### src/rtl/lif_spike_monitor.sv
// Windowed spike-rate and inter-spike-interval monitor for the LIF neuron output.
// One record {count, last ISI, overflow} per completed window, offered on a valid/ready port.
module lif_spike_monitor #(
  parameter int WIN_W = 16,
  parameter int CNT_W = 8,
  parameter int ISI_W = 12
) (
  input  logic             clk,
  input  logic             rst,
  input  logic             spike_in,
  input  logic             en,
  input  logic [WIN_W-1:0] window_len,
  input  logic             out_ready,
  output logic             out_valid,
  output logic [CNT_W-1:0] out_count,
  output logic [ISI_W-1:0] out_isi,
  output logic             out_overflow,
  output logic             dropped,
  output logic             busy
);

  typedef enum logic {IDLE, RUN} state_t;

  localparam logic [CNT_W-1:0] CNT_MAX = '1;
  localparam logic [ISI_W-1:0] ISI_MAX = '1;

  state_t           state, state_n;
  logic             spike_prev;
  logic [WIN_W-1:0] wcnt, wcnt_n;
  logic [CNT_W-1:0] scnt, scnt_n;
  logic             ovf, ovf_n;
  logic [ISI_W-1:0] isi_cnt, isi_cnt_n;
  logic [ISI_W-1:0] isi_last, isi_last_n;
  logic             seen, seen_n;
  logic             dropped_n;
  logic             valid_n;
  logic [CNT_W-1:0] count_n;
  logic [ISI_W-1:0] isi_n;
  logic             overflow_n;
  logic             spk_edge;

  assign spk_edge = spike_in & ~spike_prev;

  always_comb begin
    state_n    = state;
    wcnt_n     = wcnt;
    scnt_n     = scnt;
    ovf_n      = ovf;
    isi_cnt_n  = isi_cnt;
    isi_last_n = isi_last;
    seen_n     = seen;
    dropped_n  = dropped;
    valid_n    = out_valid;
    count_n    = out_count;
    isi_n      = out_isi;
    overflow_n = out_overflow;

    if (out_valid && out_ready) valid_n = 1'b0;

    case (state)
      IDLE: begin
        if (en && window_len != '0) begin
          state_n    = RUN;
          wcnt_n     = window_len;
          scnt_n     = '0;
          ovf_n      = 1'b0;
          isi_cnt_n  = '0;
          isi_last_n = '0;
          seen_n     = 1'b0;
          dropped_n  = 1'b0;
        end
      end
      RUN: begin
        if (!en) begin
          state_n = IDLE;
        end else begin
          isi_cnt_n = (isi_cnt == ISI_MAX) ? ISI_MAX : isi_cnt + ISI_W'(1);
          if (spk_edge) begin
            scnt_n = (scnt == CNT_MAX) ? CNT_MAX : scnt + CNT_W'(1);
            if (scnt == CNT_MAX) ovf_n = 1'b1;
            if (seen) isi_last_n = (isi_cnt == ISI_MAX) ? ISI_MAX : isi_cnt + ISI_W'(1);
            isi_cnt_n = '0;
            seen_n    = 1'b1;
          end
          if (wcnt == WIN_W'(1)) begin
            // record includes this cycle's edge; a full, unconsumed register loses it
            if (!out_valid || out_ready) begin
              valid_n    = 1'b1;
              count_n    = scnt_n;
              isi_n      = isi_last_n;
              overflow_n = ovf_n;
            end else begin
              dropped_n = 1'b1;
            end
            if (window_len != '0) begin
              wcnt_n = window_len;
              scnt_n = '0;
              ovf_n  = 1'b0;
            end else begin
              state_n = IDLE;
            end
          end else begin
            wcnt_n = wcnt - WIN_W'(1);
          end
        end
      end
      default: state_n = IDLE;
    endcase
  end

  always_ff @(posedge clk) begin
    if (rst) begin
      state        <= IDLE;
      spike_prev   <= 1'b0;
      wcnt         <= '0;
      scnt         <= '0;
      ovf          <= 1'b0;
      isi_cnt      <= '0;
      isi_last     <= '0;
      seen         <= 1'b0;
      dropped      <= 1'b0;
      out_valid    <= 1'b0;
      out_count    <= '0;
      out_isi      <= '0;
      out_overflow <= 1'b0;
    end else begin
      state        <= state_n;
      spike_prev   <= spike_in;
      wcnt         <= wcnt_n;
      scnt         <= scnt_n;
      ovf          <= ovf_n;
      isi_cnt      <= isi_cnt_n;
      isi_last     <= isi_last_n;
      seen         <= seen_n;
      dropped      <= dropped_n;
      out_valid    <= valid_n;
      out_count    <= count_n;
      out_isi      <= isi_n;
      out_overflow <= overflow_n;
    end
  end

  assign busy = (state == RUN);

endmodule

### config.mk
export PLATFORM = sky130hd
export DESIGN_NAME = lif_spike_monitor
export DESIGN_NICKNAME = d
export VERILOG_FILES = /design/src/rtl/lif_spike_monitor.sv
export SDC_FILE = /design/constraint.sdc
export NUM_CORES = 1
export LEC_CHECK = 0
export CORE_MARGIN = 2
export CORE_UTILIZATION = 60
export CTS_BUF_LIST = sky130_fd_sc_hd__clkbuf_16
export DETAILED_ROUTE_END_ITERATION = 10
export HOLD_SLACK_MARGIN = 0.1
export PLACE_DENSITY_LB_ADDON = 0.12
export SYNTH_ARGS = -nofsm -noshare
export SYNTH_HDL_FRONTEND = slang
export SYNTH_SLANG_ARGS = --single-unit
### constraint.sdc
create_clock -name clk -period 7.05 [get_ports clk]
set_clock_uncertainty 0.2 [all_clocks]
set_input_delay 1.41 -clock clk [delete_from_list [all_inputs] [get_ports clk]]
set_output_delay 1.41 -clock clk [all_outputs]
set_load 0.02 [all_outputs]
==> results.cfg <==
[status]
status = completed

[cells_and_area]
multi_input_area_um2 = 2220
diodes = 0
finalNetCount = 535
drive_above_1_share_pct = 6.02
instances_no_fill = 592
final_util_pct = 73.2
syn_to_final_growth_pct = 18.1
regArea_um2 = 1500
fillCellCount = 490
stdcell_area_um2 = 4620

[sta]
setup_ws_ns = 2.54
timing.hold.ws_ns = 0.252
drv_slew = 0
setup_viol = 0
post-route-period-util_pct = 64.0
hold_violations = 0
rsz0062_at_grt = no
min_period_ns = 4.51
worstMarginPinSlew_ns = 1.05
max_freq_ghz = 0.222
slew_headroom_pct = 29.7
setup_tns_ns = 0

[power_and_ir_drop]
swShare_pct = 27.8
powerDensity_nw_per_um2 = 218
p_seq_share_pct = 44.3
power.switching_mw = 0.280
p_int_mw = 0.728
ir_drop_v = 0.000144
power.total_mw = 1.01
pwr-share-clk_pct = 43.3
p_leak_nw = 1.54
pwr-share-comb_pct = 12.4

[place]
port_buffers = 44
dp_cells = 576
dp_slack_ns = 2.27
routabilityCongestion = 0.902
dpl_cell_area_um2 = 4340
hpwl_mm = 7.18

[worst_setup_path]
worstPathArrival_ns = 4.58
crit_fanout = 14
r2r_end = wcnt[15]
critPathRequiredTime_ns = 7.12
critPathCaptureType = register
worst_path_max_delay_cell = o21ai_1
max_stage_delay_ns = 0.86
start_kind = input pin
critPathKind = in2reg
rr_startpoint = wcnt[10]
r2r_slack_ns = 4.01
critPathBufInv = 1
crit_top_cell = or4_1
cp_cell_sequence = clkdlybuf4s50_1 -> or4_1 -> or4_1 -> o21ai_1 -> and2_1 -> a22o_1
reg2regPathDepth = 5
critPathTopFamily = simple AND/OR/NAND/NOR gates

[logic_synthesis]
synth-simple-area-share_pct = 23.7
synth_compound_area_share_pct = 27.0
synth-edff-count = 0
async_flop_share_pct = 0
yosys.area.top_type = dfxtp_1
syn_area_um2 = 3920
syn_inst = 482
synth_ff_type = dfxtp_1
yosysMostFrequentCell = dfxtp_1
ys_types = 59
synth_top_area_share_pct = 38.4
ys_seq_area_share_pct = 38.4
synthesis.nets = 507
synth-seq-cells = 75
ys_warn_count = 0
synth.avg_cell_area_um2 = 8.12
synth_xor_xnor_area_share_pct = 0.671
synthAdderAreaFrac_pct = 1.28
netlist_top_cells_area = dfxtp_1 (38%), nand2_1 (5.8%), a21oi_1 (4.6%), mux2i_1 (3.8%), nor2_1 (3.7%)
synth_commonest_cells = dfxtp_1 (75), nand2_1 (61), nor2_1 (39)
muxShareOfSynthArea_pct = 4.12
synth_top_family_by_area = compound AO/OA/AOI/OAI gates

[clock_network]
cts_buffers = 9
htree_levels = 3
worstSkewPairLatency_ns = 0.34
cts_tree = done
root_buffer = clkbuf_16
cts_setup_buffers = 0
hold_buffers = 0
clkSinkCount = 75
path_clk_slew_ns = 0.06
clockBufferDepth = 2
cts_resized = 0

[detailed_routing]
route.vias.total = 3932
dr.pass1.iters = 5
drc_errors = 0
drtIter0Drc = 384
drt_wl_total_mm = 10.5
ant_nets = 0
vias_per_cell = 6.64
wire_per_inst_um = 17.7

[global_routing]
first_global_vias = 3454
antenna_found_initial = 0
grt_use_total_pct = 28.9
grt_max_degree = 53
grt_overflow = 0
grt_pass1_wl_mm = 16.8

[worst_hold_path]
hp-class = reg2reg
worstHoldEndpoint = out_isi[5]
hold_start = out_isi[5]
min_delay_path_depth = 2

[floorplan]
initial_core_util_pct = 62.0
pin_count = 45
dieArea_um2 = 7190
core_area_um2 = 6310
die_w_um = 84.8
row_count = 29
die_y_um = 84.8

[run]
maxCapViolCount = 0
==> layout by cell type (no fill, tap or decap), types with 14 or more instances in the layout <==
| master | n |
|---|---|
| a21oi_1 | 36 |
| nor2_1 | 39 |
| o32ai_1 | 14 |
| nor3_1 | 17 |
| clkdlybuf4s50_1 | 43 |
| mux2i_1 | 15 |
| nand2_1 | 61 |
| inv_1 | 14 |
| o21ai_0 | 24 |
| dfxtp_1 | 75 |
==> logic make-up (layout without fill, tap and decap cells) <==
| group | after synthesis | in the layout |
|---|---|---|
| xor gates and xnor gates | 3 | 3 |
| and+or+nand+nor | 186 | 186 |
| adders and majority gates | 4 | 4 |
| DFF | 75 | 75 |
| muxes | 16 | 16 |
| AOI/OAI and AO/OA | 153 | 153 |
| buffers and inverters | 45 | 78 |
==> routing by layer <==
layer | routed length (um) | global-route usage (%) | up-vias
met1 | 4460 | 38.2 | 1847
met4 | 187 | 10.8 | 0
met2 | 5020 | 48.0 | 202
met3 | 811 | 4.13 | 19
met5 | 0 | 0 | -
li1 | - | - | 1864
==> final cells by class <==
type / instances / area share, %
multi-input combinational: 362 / 48.1
sequential: 75 / 32.5
timing repair buffer: 48 / 10.1
clock buffer: 9 / 4.87
tap: 77 / 2.08
clock inverter: 7 / 1.27
inverter: 14 / 1.14
==> state kept, by name, summed over array words and instances (netlist names), 8 cells and up <==
name       cells
wcnt          16
out_count      8
scnt           8
isi_cnt       12
out_isi       12
isi_last      12
==> power groups by stage <==
stage / sequential (mW) / clock (mW) / combinational (mW)
finish: 0.446 / 0.437 / 0.125
floorplan: 0.452 / 0 / 0.0905
detailed placement: 0.455 / 0 / 0.122
global route: 0.448 / 0.456 / 0.135
CTS: 0.446 / 0.437 / 0.123
global placement: 0.455 / 0 / 0.120
==> worst max path at each step <==
stage | endpoint | slack, ns | from | cells past startpoint
floorplan | wcnt[10] | 3.44 | window_len[14] | 6
global placement | scnt[1] | 2.39 | window_len[14] | 6
detailed placement | isi_last[3] | 2.27 | window_len[14] | 6
CTS | isi_last[3] | 2.62 | window_len[14] | 6
global route | isi_last[3] | 2.36 | window_len[14] | 6
finish | isi_last[3] | 2.54 | window_len[14] | 6
==> worst min-delay path: cells and delay by family (launching register included) <==
family / cells / cell delay, ns
AND/OR/NAND/NOR: 1 / 0.05
AO/OA/AOI/OAI: 1 / 0.05
flip-flops: 1 / 0.31
No activity file was read; power rests on OpenSTA's default activity.
